===== src/rtl/distortion_pkg.sv =====
// Shared types and constants for the distortion sequencer and its gain ramp.
package distortion_pkg;

  typedef enum logic [1:0] {
    SEQ_IDLE  = 2'd0,
    SEQ_RUN   = 2'd1,
    SEQ_DRAIN = 2'd2
  } seq_state_t;

  localparam logic [23:0] GAIN_UNITY = 24'h100000;
  localparam logic [23:0] THRESH_MAX = 24'h7FFFFF;

endpackage


===== src/rtl/gain_ramp.sv =====
// Gain target latch plus a slew limiter that steps the live gain toward the
// target by at most RAMP_STEP per advance strobe.
module gain_ramp
  import distortion_pkg::*;
#(
  parameter int unsigned      WIDTH      = 24,
  parameter logic [WIDTH-1:0] RAMP_STEP  = WIDTH'(24'h000400),
  parameter logic [WIDTH-1:0] GAIN_RESET = WIDTH'(GAIN_UNITY)
) (
  input  logic             clk,
  input  logic             reset,
  input  logic             cfg_load,
  input  logic [WIDTH-1:0] gain_target,
  input  logic             advance,
  output logic [WIDTH-1:0] gain_cur
);

  logic [WIDTH-1:0] gain_tgt;
  logic [WIDTH-1:0] tgt_eff;
  logic [WIDTH-1:0] diff;
  logic [WIDTH-1:0] step;
  logic             up;

  // A load in the same cycle as an advance already steers that step.
  always_comb begin
    tgt_eff = cfg_load ? gain_target : gain_tgt;
    up      = tgt_eff > gain_cur;
    diff    = up ? (tgt_eff - gain_cur) : (gain_cur - tgt_eff);
    step    = (diff > RAMP_STEP) ? RAMP_STEP : diff;
  end

  always_ff @(posedge clk or negedge reset) begin
    if (!reset) begin
      gain_tgt <= GAIN_RESET;
      gain_cur <= GAIN_RESET;
    end else begin
      if (cfg_load) gain_tgt <= gain_target;
      if (advance)  gain_cur <= up ? (gain_cur + step) : (gain_cur - step);
    end
  end

endmodule


===== src/rtl/distortion_sequencer.sv =====
// Valid/ready flow controller for the enable-gated distortion datapath:
// issues datapath advances, tracks real samples in flight and drains with bubbles.
module distortion_sequencer
  import distortion_pkg::*;
#(
  parameter int unsigned      WIDTH       = 24,
  parameter int unsigned      LATENCY     = 4,
  parameter logic [WIDTH-1:0] RAMP_STEP   = WIDTH'(24'h000400),
  parameter int unsigned      IDLE_CYCLES = 1024,
  parameter logic [WIDTH-1:0] GAIN_RESET  = WIDTH'(GAIN_UNITY)
) (
  input  logic             clk,
  input  logic             reset,
  input  logic             in_valid,
  output logic             in_ready,
  input  logic [WIDTH-1:0] in_data,
  output logic             out_valid,
  input  logic             out_ready,
  output logic [WIDTH-1:0] out_data,
  input  logic             cfg_load,
  input  logic [WIDTH-1:0] gain_target,
  input  logic [WIDTH-1:0] threshold_cfg,
  input  logic             flush,
  output logic             busy,
  output logic             dp_enable,
  output logic [WIDTH-1:0] dp_in,
  output logic [WIDTH-1:0] dp_gain,
  output logic [WIDTH-1:0] dp_threshold,
  input  logic [WIDTH-1:0] dp_out
);

  localparam int unsigned      CNT_W      = (IDLE_CYCLES > 1) ? $clog2(IDLE_CYCLES) : 1;
  localparam logic [CNT_W-1:0] CNT_LAST   = CNT_W'(IDLE_CYCLES - 1);
  localparam logic [WIDTH-1:0] THRESH_RST = {1'b0, {(WIDTH-1){1'b1}}};

  seq_state_t         state;
  seq_state_t         state_nxt;
  logic [LATENCY-1:0] vld_pipe;
  logic [CNT_W-1:0]   idle_cnt;
  logic               can_adv;
  logic               accept;
  logic               inner_busy;

  assign out_valid  = vld_pipe[LATENCY-1];
  assign out_data   = dp_out;
  assign can_adv    = !out_valid || out_ready;
  assign inner_busy = |vld_pipe[LATENCY-2:0];
  assign busy       = (|vld_pipe) || (state != SEQ_IDLE);

  // State register
  always_ff @(posedge clk or negedge reset) begin
    if (!reset) state <= SEQ_IDLE;
    else        state <= state_nxt;
  end

  // Next-state logic
  always_comb begin
    state_nxt = state;
    case (state)
      SEQ_IDLE: begin
        if (accept) state_nxt = SEQ_RUN;
      end
      SEQ_RUN: begin
        if (flush)                                     state_nxt = SEQ_DRAIN;
        else if (accept)                               state_nxt = SEQ_RUN;
        else if (vld_pipe == '0)                       state_nxt = SEQ_IDLE;
        else if (idle_cnt == CNT_LAST)                 state_nxt = SEQ_DRAIN;
      end
      SEQ_DRAIN: begin
        if (!inner_busy) state_nxt = SEQ_IDLE;
      end
      default: state_nxt = SEQ_IDLE;
    endcase
  end

  // Handshake and datapath strobes; flush only takes effect from RUN
  always_comb begin
    in_ready  = 1'b0;
    accept    = 1'b0;
    dp_enable = 1'b0;
    dp_in     = '0;
    case (state)
      SEQ_IDLE: in_ready = can_adv;
      SEQ_RUN:  in_ready = can_adv && !flush;
      SEQ_DRAIN: begin
        if (inner_busy) dp_enable = can_adv;
      end
      default: in_ready = 1'b0;
    endcase
    accept = in_valid && in_ready;
    if (accept) begin
      dp_enable = 1'b1;
      dp_in     = in_data;
    end
  end

  // Slot occupancy: shift on every advance, retire the head on a bare handshake
  always_ff @(posedge clk or negedge reset) begin
    if (!reset) begin
      vld_pipe <= '0;
    end else if (dp_enable) begin
      vld_pipe <= {vld_pipe[LATENCY-2:0], accept};
    end else if (out_valid && out_ready) begin
      vld_pipe[LATENCY-1] <= 1'b0;
    end
  end

  always_ff @(posedge clk or negedge reset) begin
    if (!reset) begin
      idle_cnt <= '0;
    end else if ((state == SEQ_RUN) && (state_nxt == SEQ_RUN) && !accept) begin
      idle_cnt <= idle_cnt + CNT_W'(1);
    end else begin
      idle_cnt <= '0;
    end
  end

  always_ff @(posedge clk or negedge reset) begin
    if (!reset)        dp_threshold <= THRESH_RST;
    else if (cfg_load) dp_threshold <= threshold_cfg;
  end

  gain_ramp #(
    .WIDTH      (WIDTH),
    .RAMP_STEP  (RAMP_STEP),
    .GAIN_RESET (GAIN_RESET)
  ) u_gain_ramp (
    .clk         (clk),
    .reset       (reset),
    .cfg_load    (cfg_load),
    .gain_target (gain_target),
    .advance     (accept),
    .gain_cur    (dp_gain)
  );

endmodule


===== config.mk =====
export PLATFORM = sky130hd
export DESIGN_NAME = distortion_sequencer
export DESIGN_NICKNAME = d
export VERILOG_FILES = /design/src/rtl/distortion_pkg.sv /design/src/rtl/gain_ramp.sv /design/src/rtl/distortion_sequencer.sv
export SDC_FILE = /design/constraint.sdc
export NUM_CORES = 1
export LEC_CHECK = 0
export BUFFER_PORTS_ARGS = -buffer_cell sky130_fd_sc_hd__buf_2
export CORE_ASPECT_RATIO = 1.75
export CORE_UTILIZATION = 49
export DETAILED_ROUTE_END_ITERATION = 8
export HOLD_SLACK_MARGIN = 0.03
export PLACE_DENSITY = 0.78
export SYNTH_ARGS = -nofsm -noshare
export SYNTH_HDL_FRONTEND = slang
export SYNTH_SLANG_ARGS = --single-unit
export TNS_END_PERCENT = 10

===== constraint.sdc =====
create_clock -name clk -period 8 [get_ports clk]
set_clock_uncertainty 0.15 [all_clocks]
set_input_delay 0.4 -clock clk [delete_from_list [all_inputs] [get_ports clk]]
set_output_delay 0.4 -clock clk [all_outputs]
set_load 0.005 [all_outputs]

After elaboration in Yosys (flattened, before gate mapping)
Cells that the tools add are included.
Widths: inputs -> output; s select.
Storage, ports and cells
  logic and storage cells: 53
  output and inout port bits: 100
  register bits after elaboration: 88
  input port bits: 102
Cells by class
  reductions and logical operators: 16
  mux-type cells: 19
  equal/unequal tests: 4
  $lt $le $gt $ge: 2
  add/sub/neg operators: 5
Operators by type and width (count)
  $mux 24: 5
  $sub 24x24->24: 3
  $add 24x24->24: 1
  $gt 24x11->1 const B: 1
  $gt 24x24->1: 1
  $mux 2: 6
  $add 10x1->10 const B: 1
  $eq 10x10->1 const B: 1
  $mux 10: 1
  $pmux 2 s3: 1
  $logic_and 1x1->1: 5
  $mux 1: 5
  $eq 2x1->1 const B: 2
  $logic_not 4->1: 1
  $reduce_bool 2->1: 2
  $reduce_or 4->1: 1
  $logic_not 1->1: 3
  $reduce_or 3->1: 1
  $eq 2x2->1 const B: 1
  $logic_not 2->1: 1
  $logic_or 1x1->1: 2
  $pmux 1 s2: 1

Longest topological paths before layout
  depth after elaboration: 12
  mapped depth: 39
  gate-level depth less buffers: 32

Cells and area by module
From an unflattened synthesis, not the netlist that was laid out.
Second synthesis, totals
  cells, all modules: 917
  area, all modules: 7945.1 um2
By module, submodules not included
  gain_ramp: area an instance 5909.4 um2, cells each 741, sequential area each 1203.7 um2, times used 1
  distortion_sequencer: area an instance 2035.7 um2, cells each 176, sequential area each 1029.7 um2, times used 1

Worst setup path before layout
No wires, ideal clock.
  kind: input to register
  from: input cfg_load
  to: register u_gain_ramp.gain_cur[22]
  cell stages on the path: 34
  path buffers: 4
  setup time: 0.134 ns
  path slack: -0.421 ns
  arrival time: 8.137 ns
  cells stage by stage: clkbuf_1 -> clkbuf_1 -> mux2i_1 -> inv_1 -> ha_1 -> buf_4 -> nand4_1 -> or3_4 -> nor4_4 -> a31oi_2 -> o21ai_4 -> mux2_2 -> xnor2_1 -> nand4_1 -> or4b_4 -> a211oi_4 -> buf_4 -> nand2_1 -> ha_1 -> a211o_1 -> and3_1 -> ha_1 -> a21o_1 -> a21oi_1 -> o21bai_1 -> a31oi_1 -> o31ai_1 -> o31ai_1 -> o21ai_0 -> o211a_1 -> a311o_1 -> a21oi_1 -> xor2_1 -> o21ai_0
Between the ends
  longest elaborated chain between the ends: 7
  elaborated cells between the ends (all ways): 10
  classes of those cells: add/sub (4); order compare (2); mux (4)
Ends and longest elaborated chain
  from (decl): line distortion_sequencer.sv:20  | input logic cfg_load,
  $mux 24 *
  via u_gain_ramp.tgt_eff[20]: line gain_ramp.sv:19  | logic [WIDTH-1:0] tgt_eff;
  $sub 24x24->24 or $gt 24x24->1 (tied branches): line gain_ramp.sv:28, gain_ramp.sv:27
  $mux 24: line gain_ramp.sv:28  | diff = up ? (tgt_eff - gain_cur) : (gain_cur - tgt_eff);
  $gt 24x11->1: line gain_ramp.sv:29  | step = (diff > RAMP_STEP) ? RAMP_STEP : diff;
  $mux 24: line gain_ramp.sv:29
  $sub 24x24->24 or $add 24x24->24 (tied branches): line gain_ramp.sv:38  | if (advance) gain_cur <= up ? (gain_cur + step) : (gain_cur - step);
  $mux 24 *: line gain_ramp.sv:38
  to (signal assigned): line gain_ramp.sv:38
  to (decl): line gain_ramp.sv:15  | output logic [WIDTH-1:0] gain_cur
Mark *: on every way through the listed nets, which the timed path passes. The rest lies on a longest branch.
A chain may end at the register's enable or synchronous reset.

Worst setup path after layout
  from: input cfg_load
  to: register u_gain_ramp.gain_cur[23]
Same word-level chain as after synthesis.

==> load_flow_metrics.sql <==
INSERT INTO impl_metrics (metric_group, metric, value, unit) VALUES
('outcome', 'run_status', 'finished, final reports clean', ''),
('yosys', 'synth.cells.most_frequent', 'nand2_1 (84), ha_1 (74), inv_1 (66), dfrtp_1 (63)', ''),
('critical_path', 'criticalPathCategory', 'primary input to flip-flop', ''),
('floorplan', 'die_y', '169', 'um'),
('critical_path', 'rr_endpoint', 'u_gain_ramp.gain_cur[23]', ''),
('sta', 'achievable-frequency', '0.132', 'GHz'),
('global_routing', 'globalRouteOverflowTotal', '0', ''),
('critical_path', 'worst_setup_path_start_kind', 'primary input', ''),
('floorplan', 'floorplan.initialDensity', '0.504', ''),
('critical_path', 'critical_path_peak_fanout', '16', ''),
('yosys', 'postSynth.asyncResetShare', '1.00', ''),
('yosys', 'post-synth-top-area-cell', 'dfrtp_1', ''),
('critical_path', 'crit_top_cell', 'ha_1', ''),
('yosys', 'yosysUniqueCellTypes', '73', ''),
('yosys', 'synth-seq-area-share', '0.286', ''),
('critical_path', 'critical_path_arrival', '7.73', 'ns'),
('yosys', 'synth.cell_area', '7800', 'um^2'),
('yosys', 'yosys_most_used_dff', 'dfrtp_1', ''),
('cells_and_area', 'antennaDiodeCount', '0', ''),
('drt', 'drtPass1Iterations', '5', ''),
('cells_and_area', 'multi_input_comb_area', '5050', 'um^2'),
('drt', 'drt_first_iter_violations', '415', ''),
('drt', 'drcViolationCount', '0', ''),
('yosys', 'synth_edf_count', '0', ''),
('yosys', 'post-synth-top-count-cell', 'nand2_1', ''),
('clocking', 'cts_buffers', '9', ''),
('placed_design', 'dp_hpwl', '17700', 'um'),
('cells_and_area', 'drive_gt1_frac', '0.305', ''),
('critical_path', 'critical_path.n_buffers_inverters', '5', ''),
('clocking', 'ctsLongestPathBuffers', '2', ''),
('sta', 'report.final.hold_viol_count', '0', ''),
('placed_design', 'numPortBuffers', '153', ''),
('drt', 'route.detailed.wl_per_inst', '17.8', 'um'),
('placed_design', 'gpl.final_weighted_congestion', '0.952', ''),
('critical_path', 'rr_startpoint', 'u_gain_ramp.gain_cur[23]', ''),
('sta', 'fin_crit', '7.59', 'ns'),
('yosys', 'mean_cell_area_of_the_mapped_netlist', '8.68', 'um^2'),
('pwr', 'p_leak', '0.00468', 'uW'),
('clocking', 'clockRootBuffer', 'clkbuf_16', ''),
('critical_path', 'worstSetupStartpoint', 'cfg_load', ''),
('global_routing', 'grt_use_total', '0.268', ''),
('clocking', 'htreeDepth', '3', ''),
('sta', 'slew_headroom', '0.560', ''),
('critical_path', 'worst-r2r-cell-count', '33', ''),
('cells_and_area', 'design.final.nets', '1250', ''),
('pwr', 'vdd_drop_max', '0.262', 'mV'),
('sta', 'finalCritPeriodShare', '0.949', ''),
('critical_path', 'reg2reg_slack', '0.51', 'ns'),
('yosys', 'synth.net_count', '1077', ''),
('floorplan', 'die_w', '97.4', 'um'),
('sta', 'slew_violations', '0', ''),
('sta', 'final-setup-viol-count', '0', ''),
('global_routing', 'number_of_antenna_violations_at_the_first_check_in_global_routing', '0', ''),
('yosys', 'synth_top_cells_by_area', 'dfrtp_1 (20%), ha_1 (12%), dfstp_2 (8.4%), mux2i_1 (4.8%), mux2_2 (4.0%)', ''),
('clocking', 'cts_sinks', '88', ''),
('drt', 'vias', '7354', ''),
('floorplan', 'core_region_area', '15500', 'um^2'),
('drt', 'drt-total-wl', '22400', 'um'),
('cells_and_area', 'filler_cell_count', '1365', ''),
('critical_path', 'critical-path-slowest-cell', 'or4b_4', ''),
('floorplan', 'placement_rows', '60', ''),
('critical_path', 'critical_path_depth', '36', ''),
('clocking', 'clkLatencyLatePin', '0.35', 'ns'),
('sta', 'worstMarginPinSlew', '0.655', 'ns'),
('critical_path', 'max_stage_delay', '0.49', 'ns'),
('cells_and_area', 'regArea', '2230', 'um^2'),
('cells_and_area', 'area.growth.synth_to_final', '20.8', '%'),
('drt', 'vias_per_cell', '5.83', ''),
('yosys', 'synth_top_cell_area_share', '0.202', ''),
('yosys', 'ys.warnings.count', '0', ''),
('global_routing', 'wire_length_of_the_first_global_routing_pass', '35300', 'um');
[final cells by class]
class,instances,area share
inverter,66,0.0263
clock inverter,5,0.00452
clock buffer,11,0.0292
timing repair buffer,225,0.142
sequential,88,0.237
tap,186,0.0247
multi-input combinational,681,0.536
[cell usage in the layout, fill, tap and decap left out, types with 5 or more instances in the layout]
cell	instances
and2_1	8
or3_1	6
and3_1	37
nor2b_1	5
clkbuf_16	11
xnor2_1	23
nand4_1	11
nand2_1	83
nor3_1	12
a21oi_1	58
xor2_1	22
ha_1	73
o21ai_0	58
nand3_1	21
nor2_1	42
dfstp_2	25
o21a_1	8
buf_4	69
a21o_1	15
o31ai_1	8
mux2i_1	33
nand2b_1	17
mux2_2	28
inv_1	66
buf_2	152
dfrtp_1	63
a31oi_1	13
[worst min path at each step]
stage | slack [ns] | depth (start not counted) | from | end
2_1_floorplan | -0.05 | 0 | reset | dp_threshold[23]
3_3_place_gp | 0.26 | 1 | reset | u_gain_ramp.gain_tgt[7]
3_5_place_dp | 0.27 | 1 | reset | u_gain_ramp.gain_tgt[7]
4_1_cts | 0.13 | 2 | threshold_cfg[18] | dp_threshold[18]
5_1_grt | 0.13 | 2 | threshold_cfg[15] | dp_threshold[15]
6_report | 0.13 | 2 | threshold_cfg[18] | dp_threshold[18]
[power breakdown]
| part | internal (uW) | total (uW) | switching, uW |
|---|---|---|---|
| registers | 556 | 658 | 102 |
| clock network | 252 | 450 | 198 |
| logic | 1390 | 3150 | 1760 |
[registers in the layout, indices dropped and copies added (netlist names)]
| name | count |
|---|---|
| dp_threshold | 24 |
| idle_cnt | 10 |
| state | 2 |
| u_gain_ramp.gain_cur | 24 |
| u_gain_ramp.gain_tgt | 24 |
| vld_pipe | 4 |
[worst reg2reg max path: cells and delay by family (launching register included)]
family | cells | cell delay (ns)
AOI/OAI and AO/OA | 13 | 2.36
xor gates and xnor gates | 1 | 0.17
adders and majority gates | 3 | 0.94
buffers and inverters | 3 | 0.50
DFF | 1 | 0.48
muxes | 2 | 0.60
and+or+nand+nor | 11 | 2.25
[metal layers]
| metal | global-route usage | vias up | wire length (um) |
|---|---|---|---|
| met5 | 0 | - | 0 |
| met1 | 0.278 | 3478 | 8330 |
| met3 | 0.0339 | 99 | 968 |
| met2 | 0.504 | 261 | 11800 |
| met4 | 0.167 | 0 | 1280 |
| li1 | - | 3516 | - |
[timing repair]
action | in CTS | in global routing
gates resized for setup | 0 | 19
hold buffers | 1 | 0
endpoints found under the setup margin | 0 | 4
setup buffers | 0 | 2
endpoints found under the hold margin | 18 | 0
[metrics by stage]
stage / worst slack [ns] / area, um^2 / std cells / setup TNS [ns] / total power (uW)
after CTS: 0.183 / 9310 / 1260 / 0 / 4150
after global placement: 0.0906 / 8980 / 1243 / 0 / 3630
after floorplan: 0.00905 / 7830 / 898 / 0 / 2720
after detailed placement: -0.0843 / 8980 / 1243 / -0.148 / 3650
final: 0.409 / 9420 / 1262 / 0 / 4260
after global routing: -0.0452 / 9420 / 1262 / -0.0452 / 4570
[kinds of logic after synthesis]
family	synth area share
flip-flops	0.286
multiplexers	0.0908
adder cells (fa/ha/maj)	0.126
AND/OR/NAND/NOR	0.175
AO/OA/AOI/OAI	0.185
buffers and inverters	0.0783
XOR/XNOR	0.0579
(Power assumes the default switching activity.)
